[src/rtl/core_pkg.sv]
// Shared TOY core types: register address, data word and writeback entry.
package core_pkg;

   localparam int unsigned NREGS = 16;

   typedef logic [3:0]  reg_addr_t;
   typedef logic [15:0] word_t;

   typedef struct packed {
      reg_addr_t addr;
      word_t     data;
   } wb_entry_t;

   function automatic logic [NREGS-1:0] reg_onehot(input reg_addr_t addr);
      return NREGS'(1) << addr;
   endfunction

endpackage

[src/rtl/core_wb_fifo.sv]
// Two-push / one-pop circular queue of writeback entries with occupancy count.
// Entries and valids are exported in age order (index 0 = head, oldest).
module core_wb_fifo
   import core_pkg::*;
#(
   parameter int unsigned DEPTH = 4,
   localparam int unsigned PW   = $clog2(DEPTH),
   localparam int unsigned CW   = $clog2(DEPTH + 1)
) (
   input  logic                    clk_i,
   input  logic                    arst_ni,
   input  logic                    push_a_i,
   input  wb_entry_t               a_i,
   input  logic                    push_b_i,
   input  wb_entry_t               b_i,
   input  logic                    pop_i,
   output wb_entry_t               head_o,
   output logic [CW-1:0]           count_o,
   output wb_entry_t [DEPTH-1:0]   age_entries_o,
   output logic [DEPTH-1:0]        age_valid_o
);

   wb_entry_t [DEPTH-1:0] mem_q;
   logic [PW-1:0]         wr_ptr_q, wr_ptr_d;
   logic [PW-1:0]         rd_ptr_q, rd_ptr_d;
   logic [CW-1:0]         count_q, count_d;

   always_comb begin
      wr_ptr_d = wr_ptr_q + PW'(push_a_i) + PW'(push_b_i);
      rd_ptr_d = rd_ptr_q + PW'(pop_i);
      count_d  = count_q + CW'(push_a_i) + CW'(push_b_i) - CW'(pop_i);
   end

   always_ff @(posedge clk_i or negedge arst_ni) begin
      if (!arst_ni) begin
         wr_ptr_q <= '0;
         rd_ptr_q <= '0;
         count_q  <= '0;
      end else begin
         wr_ptr_q <= wr_ptr_d;
         rd_ptr_q <= rd_ptr_d;
         count_q  <= count_d;
      end
   end

   // B lands behind A when both push; alone it takes the tail slot.
   always_ff @(posedge clk_i) begin
      if (push_a_i) mem_q[wr_ptr_q] <= a_i;
      if (push_b_i) mem_q[wr_ptr_q + PW'(push_a_i)] <= b_i;
   end

   always_comb begin
      age_entries_o = '0;
      age_valid_o   = '0;
      for (int k = 0; k < DEPTH; k++) begin
         age_entries_o[k] = mem_q[rd_ptr_q + PW'(k)];
         age_valid_o[k]   = CW'(k) < count_q;
      end
   end

   assign head_o  = mem_q[rd_ptr_q];
   assign count_o = count_q;

endmodule

[src/rtl/core_arf_wb.sv]
// Writeback collector for the architectural register file: queues MEM/EX results
// in program order and drains one write per cycle. Optional CORE_WB_BYPASS_EN lookup.
module core_arf_wb
   import core_pkg::*;
#(
   parameter int unsigned DEPTH   = 4,
   parameter bit          DROP_R0 = 1'b1,
   localparam int unsigned CW     = $clog2(DEPTH + 1)
) (
   input  logic          clk_i,
   input  logic          arst_ni,
   input  logic          mem_valid_i,
   output logic          mem_ready_o,
   input  logic [3:0]    mem_addr_i,
   input  logic [15:0]   mem_data_i,
   input  logic          ex_valid_i,
   output logic          ex_ready_o,
   input  logic [3:0]    ex_addr_i,
   input  logic [15:0]   ex_data_i,
   output logic          wr_en_o,
   output logic [3:0]    wr_addr_o,
   output logic [15:0]   wr_data_o,
   output logic [15:0]   busy_o,
`ifdef CORE_WB_BYPASS_EN
   input  logic [3:0]    byp_addr_i,
   output logic          byp_hit_o,
   output logic [15:0]   byp_data_o,
`endif
   output logic [CW-1:0] count_o
);

   wb_entry_t             head;
   wb_entry_t             last_q;
   wb_entry_t [DEPTH-1:0] age_entries;
   logic [DEPTH-1:0]      age_valid;
   logic [CW-1:0]         count;
   logic [CW-1:0]         free;
   logic                  mem_hs, ex_hs, mem_push, ex_push, pop;

   // Free slots exclude the pop happening this same cycle.
   assign free        = CW'(DEPTH) - count;
   assign mem_ready_o = free != '0;
   assign ex_ready_o  = mem_valid_i ? (free >= CW'(2)) : (free != '0);

   assign mem_hs   = mem_valid_i & mem_ready_o;
   assign ex_hs    = ex_valid_i & ex_ready_o;
   assign mem_push = mem_hs & ~(DROP_R0 && (mem_addr_i == '0));
   assign ex_push  = ex_hs & ~(DROP_R0 && (ex_addr_i == '0));
   assign pop      = count != '0;

   core_wb_fifo #(
      .DEPTH (DEPTH)
   ) u_fifo (
      .clk_i         (clk_i),
      .arst_ni       (arst_ni),
      .push_a_i      (mem_push),
      .a_i           ('{addr: mem_addr_i, data: mem_data_i}),
      .push_b_i      (ex_push),
      .b_i           ('{addr: ex_addr_i, data: ex_data_i}),
      .pop_i         (pop),
      .head_o        (head),
      .count_o       (count),
      .age_entries_o (age_entries),
      .age_valid_o   (age_valid)
   );

   // Holds the last committed write so the write port stays quiet when empty.
   always_ff @(posedge clk_i or negedge arst_ni) begin
      if (!arst_ni) begin
         last_q <= '0;
      end else if (pop) begin
         last_q <= head;
      end
   end

   always_comb begin
      wr_en_o   = pop;
      wr_addr_o = pop ? head.addr : last_q.addr;
      wr_data_o = pop ? head.data : last_q.data;
   end

   always_comb begin
      busy_o = '0;
      for (int k = 0; k < DEPTH; k++) begin
         if (age_valid[k]) busy_o = busy_o | reg_onehot(age_entries[k].addr);
      end
   end

`ifdef CORE_WB_BYPASS_EN
   // Scan oldest to youngest so the youngest match overrides.
   always_comb begin
      byp_hit_o  = 1'b0;
      byp_data_o = '0;
      for (int k = 0; k < DEPTH; k++) begin
         if (age_valid[k] && (age_entries[k].addr == byp_addr_i)) begin
            byp_hit_o  = 1'b1;
            byp_data_o = age_entries[k].data;
         end
      end
   end
`endif

   assign count_o = count;

endmodule

[config.mk]
export PLATFORM = sky130hd
export DESIGN_NAME = core_arf_wb
export DESIGN_NICKNAME = d
export VERILOG_FILES = /design/src/rtl/core_pkg.sv /design/src/rtl/core_wb_fifo.sv /design/src/rtl/core_arf_wb.sv
export SDC_FILE = /design/constraint.sdc
export NUM_CORES = 1
export LEC_CHECK = 0
export CELL_PAD_IN_SITES_DETAIL_PLACEMENT = 0
export CELL_PAD_IN_SITES_GLOBAL_PLACEMENT = 1
export CORE_AREA = 2 2 158 98
export DETAILED_ROUTE_END_ITERATION = 8
export DIE_AREA = 0 0 160 100
export MAX_ROUTING_LAYER = met4
export PLACE_DENSITY_LB_ADDON = 0.12
export SLEW_MARGIN = 15
export SYNTH_ARGS = -nofsm -noshare
export SYNTH_HDL_FRONTEND = slang
export SYNTH_SLANG_ARGS = --single-unit
[constraint.sdc]
create_clock -name clk_i -period 3.8 [get_ports clk_i]
set_clock_uncertainty 0.05 [all_clocks]
set_input_delay 0.76 -clock clk_i [delete_from_list [all_inputs] [get_ports clk_i]]
set_output_delay 0.76 -clock clk_i [all_outputs]
set_load 0.03 [all_outputs]
### Word level (Yosys, flattened, before mapping)

Cells that the tools add are included.

* shifts and indexed selects: 4
* bitwise operators: 9
* reduce and logical (&&, ||, !) cells: 6
* $add $sub $neg: 10
* magnitude comparators: 13
* multiplexer cells: 23

Operators by type and width (number)
* $bmux 20 s2: 4
* $bwmux 80: 2
* $mux 80: 2
* $mux 20: 6
* $demux 20 s2: 2
* $mux 16: 5
* $shl 1x4->16 const A: 4
* $or 16x16->16: 3
* $lt 2x3->1 const B: 6
* $logic_not 4->1: 2
* $add 2x1->2: 3
* $add 3x1->3: 2
* $lt 1x3->1 const A: 2
* $lt 2x3->1 const A: 2
* $reduce_bool 3->1: 2
* $add 2x2->2 const B: 2
* $and 1x1->1: 4
* $ge 2x1->1 const B: 2
* $mux 4: 1
* $ge 3x2->1 const B: 1
* $sub 3x1->3: 1
* $sub 3x3->3 const A: 1
* $add 2x1->2 const B: 1
* $logic_and 1x1->1: 2
* 2 further kinds: 3

* word-level logic and storage cells: 78
* input bits: 44
* flip-flop bits (word level): 107
* output and inout port bits: 42

### Longest topological paths before layout

Gate-level depths: netlist of run 1.

* depth in word-level cells: 11
* depth in mapped cells: 11
* mapped depth without buffers: 11

### Cells and area by module

Synthesis of run 1 repeated with hierarchy kept, for this count alone.

* cell total of the unflattened synthesis: 730
* area total of the unflattened synthesis: 7121.8 um^2

By module, submodules not included
* core_wb_fifo: area each 5793.1 um^2, instances 1, cells an instance 604
* core_arf_wb: area each 1328.8 um^2, instances 1, cells an instance 126

### Worst setup path after synthesis of run 1

OpenSTA, ideal clock, no wires.

* path kind: reg-to-reg
* from: register u_fifo.count_q[0] (netlist: u_fifo.count_o[0])
* to: register u_fifo.count_q[1] (netlist: u_fifo.count_o[1])
* path slack: 659 ps
* arrival time: 2956 ps
* stages on the path, launching flop included: 10
* data required time: 3615 ps
* library setup time: 135 ps
* path through: dfrtp_1 inv_1 ha_1 ha_1 clkinv_1 clkbuf_1 ha_1 fa_1 inv_1 fa_1

* elaborated cells on any way between the ends: 12

RTL lines
* start, declared: line core_wb_fifo.sv:26 `logic [CW-1:0] count_q, count_d;`
* start signal, assigned: line core_wb_fifo.sv:42 `count_q <= count_d;`
* $reduce_bool 3->1: line core_arf_wb.sv:49 `assign pop = count != '0;`
* via wr_en_o: line core_arf_wb.sv:20 `output logic wr_en_o,`
* $sub 3x1->3: line core_wb_fifo.sv:31 `count_d = count_q + CW'(push_a_i) + CW'(push_b_i) - CW'(pop_i);`
* via u_fifo.count_d[1]: line core_wb_fifo.sv:26

The timed path passes the listed nets, and every way through them passes these cells.
A chain may end at the register's enable or synchronous reset.

### Worst setup path in the final report of run 1

* from: register u_fifo.rd_ptr_q[1]
* to: output port busy_o[10]

* word-level cells in the longest chain between the ends: 10
* elaborated cells on any way between the ends: 22

Ends and longest elaborated chain
* start, declared: line core_wb_fifo.sv:25 `logic [PW-1:0] rd_ptr_q, rd_ptr_d;`
* start signal, assigned: line core_wb_fifo.sv:41 `rd_ptr_q <= rd_ptr_d;`
* $add 2x1->2 / $bmux 20 s2 (equally long branches): line core_wb_fifo.sv:56 `age_entries_o[k] = mem_q[rd_ptr_q + PW'(k)];`
* $bmux 20 s2 / $mux 20 (equally long branches): line core_wb_fifo.sv:56
* $mux 20 (not written as such) / $shl 1x4->16 (equally long branches): line core_wb_fifo.sv:56, core_pkg.sv:15
* $shl 1x4->16 / $mux 16 (equally long branches): line core_pkg.sv:15, core_arf_wb.sv:85
* $or 16x16->16: line core_arf_wb.sv:85 `if (age_valid[k]) busy_o = busy_o | reg_onehot(age_entries[k].addr);`
* $mux 16: line core_arf_wb.sv:85
* $or 16x16->16: line core_arf_wb.sv:85
* $mux 16: line core_arf_wb.sv:85
* $or 16x16->16: line core_arf_wb.sv:85
* $mux 16 (*): line core_arf_wb.sv:85
* end, declared: line core_arf_wb.sv:23 `output logic [15:0] busy_o,`

Mark *: on every way between the ends. The rest lies on a longest branch, timed or not. The select of a mux whose other input is x is not followed.

==> flow_summary.ini, run 1 <==
[placement]
dp.cells = 860
dpl.hpwl_um = 13130
post_dp_cell_area_um2 = 7765
io_buffers = 85
place.gp.congestion = 0.8879

[worst_setup_path]
cp.required_ns = 2.99
r2r-end = u_fifo.mem_q[79]$_DFF_P_
reg2reg_slack_ns = 0.69
slowest_delay_ns = 0.68
critPathKind = reg -> out
cp.arrival_ns = 2.81
path_buf_inv = 3
crit_family = buffers and inverters
timing.rr.start = u_fifo.count_o[0]$_DFF_PN0_
crit_path_end_kind = primary output
worstPathCellList = buf_4 > mux2_2 > nor4_1 > buf_4 > o211ai_1 > nand4_1 > clkdlybuf4s50_1
crit_slowest_cell = clkdlybuf4s50_1
worstRegToRegCells = 8
crit_path_max_fanout = 5
cp_common_cell = buf_4
critPathLaunchType = register

[cells_and_area]
final_common_cell = mux2_2
mostFrequentLayoutCells = 138 x mux2_2, 80 x dfxtp_1, 67 x clkdlybuf4s50_1, 60 x nand2_1, 48 x buf_4
final_cell_count_no_fill = 881
nets = 729
fillCellCount = 1322
drive_gt1_share_pct = 40.27
stdcell_area_um2 = 8134
syn2layout_area_growth_pct = 26.36
diodes = 0

[global_route]
antenna_found_initial = 0
globalRouteMet3Util_pct = 4.256
grt_pass1_wl_um = 28570
grt_max_degree = 22
top_usage_layer = met1
overflow = 0
grt_use_total_pct = 23.87
grt_pass1_vias = 5073
grt_use_met2_pct = 34.93
grt.met1_usage_pct = 35.06

[yosys]
synth_top_cell_by_area = dfxtp_1
synth_top_area_share_pct = 24.88
synthFlopType = dfxtp_1
synth.distinct_cells = 46
yosysSeqAreaShare_pct = 35.37
synth_warnings = 0
synth_area_leaders = dfxtp_1 25%, mux2_2 24%, dfrtp_1 10%, mux4_2 9.1%, mux2_4 4.7%
synth_seq_cells = 107
syn_avg_cell_area_um2 = 11.45
synth_cells = 562
synth_edf_count = 0
syn_nets = 618
syn_area_um2 = 6437
async_flop_share_pct = 25.23

[min_path]
holdPathStages = 2
hold_class = reg -> reg
worst_hold_startpoint = last_q[0]$_DFFE_PN0N_
whs_endpoint = last_q[0]$_DFFE_PN0N_

[routing]
drc = 0
detail-route-antenna-nets = 0
wire_per_inst_um = 20.40
firstDrtPassIters = 5
num_vias = 4959
wirelength_um = 17970
drtIter0Drc = 298
routed_via_density = 5.629

[sta]
clock.fmax_ghz = 0.2766
layout_min_cycle_time_ns = 3.616
timing.hold.ws_ns = 0.4207
max-slew-margin-rel_pct = 37.81
rsz0062_at_grt = no
post-route-period-util_pct = 95.15
tns_ns = 0
tightest_slew_ns = 0.9300
slew_viol_final = 0
hold_viol = 0
setup-violations-final = 0

[clocking]
clk_path_buf_depth = 2
clk_pin_slew_ns = 0.08
cts_tree = done
htreeDepth = 3
cts-root-buf = clkbuf_16
clkLatencyLatePin_ns = 0.36
cts_made_buffers = 9
cts.sinks = 107

[floorplan]
io_pins = 86
die_height_um = 100
dieArea_um2 = 16000
rows = 35
initial_utilization_pct = 43.49
core-area_um2 = 14800
die_x_um = 160

[run]
cap_violations = 0

[run_status]
outcome = finished clean
synth_stat cells, types with 2 or more instances:
cell type / n
xor2_1: 2
mux2_1: 10
o21ai_0: 7
nand3_1: 34
nor3b_1: 2
buf_6: 4
inv_1: 11
mux2i_1: 8
clkbuf_1: 6
dfxtp_1: 80
or2_2: 2
mux2_4: 20
o2111ai_1: 8
nand2_1: 60
dfrtp_1: 27
nand2b_1: 4
nor4b_1: 2
nand4_1: 8
and2_1: 5
ha_1: 10
nor2b_1: 12
buf_2: 17
o2bb2ai_1: 2
nor2_1: 6
fa_1: 2
nor3_1: 7
o211ai_1: 22
mux2_2: 138
buf_4: 2
mux4_2: 26
xnor2_1: 3
timing repair:
action | 4_1_cts | 5_1_grt
setup buffers | 5 | 0
pin swaps | 0 | 0
endpoints found under the setup margin | 9 | 2
hold endpoints to repair | 0 | 0
cloned | 0 | 0
resized for setup | 6 | 2
hold buffers | 0 | 0
worst max-delay path by stage:
stage	start	to	slack, ns	cells past startpoint
5_1_grt	u_fifo.count_o[1]$_DFF_PN0_	wr_data_o[11]	0.007	8
6_report	u_fifo.rd_ptr_q[1]$_DFF_PN0_	busy_o[10]	0.18	7
3_5_place_dp	u_fifo.rd_ptr_q[0]$_DFF_PN0_	busy_o[5]	0.08	5
2_1_floorplan	u_fifo.count_o[0]$_DFF_PN0_	u_fifo.count_o[1]$_DFF_PN0_	0.66	9
3_3_place_gp	u_fifo.rd_ptr_q[0]$_DFF_PN0_	busy_o[5]	0.1	5
4_1_cts	u_fifo.rd_ptr_q[0]$_DFF_PN0_	busy_o[6]	0.07	4
through the flow:
step | setup WS (ns) | util, %
after floorplan | 0.6587 | -
after global placement | 0.09685 | 52.46
after detailed placement | 0.07846 | 52.46
after CTS | 0.06930 | 54.89
after global routing | 0.007493 | 54.95
final | 0.1844 | 54.95
metal layers:
metal  routed length [µm]  vias up  part of all wire (%)
met5                    0        -                     0
met4                  112        0                  0.62
met3                 1001       10                   5.6
met2                 7572      139                    42
met1                 9284     2479                    52
li1                     -     2331                     -
layout make-up:
class                   instances  area (µm²)  area share, %
inverters                      13       48.80         0.5999
flip-flops and latches        107        2282          28.06
multi-input cells             413        3983          48.96
well taps                     203       254.0          3.123
clock buffers                   9       225.2          2.769
clock inverters                 7       82.58          1.015
repair buffers                129        1259          15.47
tightest hold or removal path: cells and delay by family (launching register included):
family / cells / cell delay [ns]
flip-flops: 1 / 0.32
AND/OR/NAND/NOR: 2 / 0.12
sequential cells by signal, indices dropped and copies added (netlist names):
name             count
u_fifo.rd_ptr_q      2
u_fifo.wr_ptr_q      2
last_q              20
u_fifo.mem_q        80
u_fifo.count_o       3
cells by family (layout without fill, tap and decap cells):
| group | after synthesis | count (layout) | share of synthesized area (%) |
|---|---|---|---|
| AO/OA/AOI/OAI | 44 | 44 | 5.112 |
| XOR/XNOR | 5 | 5 | 0.6804 |
| adder cells (fa/ha/maj) | 12 | 12 | 2.566 |
| buffers and inverters | 42 | 158 | 3.362 |
| flip-flops | 107 | 107 | 35.37 |
| multiplexers | 202 | 202 | 40.89 |
| AND/OR/NAND/NOR | 150 | 150 | 12.01 |
Power of run 1 is not shown: default switching activity piles up to over one toggle a cycle in this logic, so the estimate is an artifact.
==> run 2, diff against run 1 <==
- CORE_AREA: 2 2 158 98 -> 2 2 149 93
- DIE_AREA: 0 0 160 100 -> 0 0 151 95
- DONT_BUFFER_PORTS: unset -> 1
- SLEW_MARGIN: 15 -> 10
==> flow_summary.ini, run 2 (synthesis gave the netlist of run 1 again) <==
[sta]
slew_viol_final = 0
tns_ns = 0
setup-violations-final = 0
tightest_slew_ns = 1.053
clock.fmax_ghz = 0.2763
post-route-period-util_pct = 95.25
rsz0062_at_grt = yes
max-slew-margin-rel_pct = 29.03
hold_viol = 0
layout_min_cycle_time_ns = 3.620

[cells_and_area]
largest_reg_flops = 80
syn2layout_area_growth_pct = 10.52
fin_util_pct = 54.18
nets = 636
regMostFlops = u_fifo.mem_q
drive_gt1_share_pct = 42.91
diodes = 0
final_common_cell = mux2_2
mostFrequentLayoutCells = 138 x mux2_2, 80 x dfxtp_1, 60 x nand2_1, 36 x buf_4, 34 x nand3_1

[global_route]
grt_pass1_wl_um = 26510
antenna_found_initial = 0
grt_pass1_vias = 4748
grt_use_total_pct = 25.51
grt_max_degree = 34
overflow = 0

[clocking]
postCtsHoldBufs = 0
htreeDepth = 3
clk_path_buf_depth = 2
cts-root-buf = clkbuf_16
clkLatencyLatePin_ns = 0.36
ctsResizeCount = 0
cts_made_buffers = 9
cts_tree = done
post_cts_buffers = 0
cts.sinks = 107
clk_pin_slew_ns = 0.08

[routing]
num_vias = 4614
wire_per_inst_um = 22.25
drtIter0Drc = 320
firstDrtPassIters = 5
detail-route-antenna-nets = 0
wirelength_um = 16910
drc = 0
routed_via_density = 6.071

[floorplan]
initial_utilization_pct = 49.03
rows = 33
die_x_um = 151
core-area_um2 = 13130
dieArea_um2 = 14350
io_pins = 86
die_height_um = 95

[placement]
io_buffers = 0
place.gp.congestion = 0.8906
dpl.hpwl_um = 12250

[worst_setup_path]
crit_path_max_fanout = 33
crit_path_end_kind = primary output
cp.arrival_ns = 2.81
cp.required_ns = 2.99
critPathLaunchType = register
critPathKind = reg -> out
worstRegToRegCells = 10

[run_status]
outcome = finished clean

[min_path]
hold_class = in -> async

[run]
cap_violations = 0
run 2: changes by cell type in the layout (fill, tap and decap cells not counted), sizes merged:
cell	previous run	this run
buf	57	36
dlygate4sd2	4	0
clkdlybuf4s50	67	0
clkbuf	9	10
clkinv	6	2
dlymetal6s2s	1	0
bufinv	0	1
inv	14	16
run 2: metal layers:
layer	GRT usage, %	part of all wire [%]	vias to the layer above
met2	36.25	43	160
met1	35.48	48	2297
met4	6.698	1.1	0
met3	7.536	8.4	22
met5	-	0	-
li1	-	-	2135
run 2: final timing paths:
| check | startpoint | end | slack [ns] |
|---|---|---|---|
| worst max-delay path | u_fifo.rd_ptr_q[0]$_DFF_PN0_ | busy_o[4] | 0.18 |
| worst min-delay path | arst_ni | last_q[8]$_DFFE_PN0N_ | 0.04 |
| worst max register to register | u_fifo.count_o[1]$_DFF_PN0_ | u_fifo.count_o[1]$_DFF_PN0_ | 0.52 |
| worst min register to register | last_q[15]$_DFFE_PN0N_ | last_q[15]$_DFFE_PN0N_ | 0.44 |
| max in group asynchronous | arst_ni | u_fifo.rd_ptr_q[0]$_DFF_PN0_ | 3.57 |
| min in group clk_i | last_q[15]$_DFFE_PN0N_ | last_q[15]$_DFFE_PN0N_ | 0.44 |
run 2: cell type report:
type	count	area [µm²]
well taps	175	219.0
multi-input cells	413	3971
clock buffers	10	239.0
clock inverters	6	86.33
flip-flops and latches	107	2280
repair buffers	36	270.3
fillers	1125	6016
inverters	13	48.80
run 2: metrics by stage:
| stage | hold slack (ns) | std cells | worst slack (ns) | area, µm² |
|---|---|---|---|---|
| global placement | 0.4060 | 744 | 0.6553 | 6789 |
| detailed placement | 0.4154 | 744 | 0.5869 | 6789 |
| finish | 0.04214 | 760 | 0.1803 | 7114 |
| global route | 0.01164 | 760 | -0.02887 | 7114 |
| floorplan | 0.4144 | 562 | 0.6587 | 6437 |
| CTS | 0.02385 | 760 | 0.2082 | 7114 |
run 2: worst max-delay path, cell delays in order (launching register included):
cell and delay [ns]:
dfrtp_2 0.80, mux4_2 0.71, inv_1 0.19, o21ai_0 0.26, o2111ai_1 0.29, buf_4 0.20
Power of run 2 is left out for the same reason.
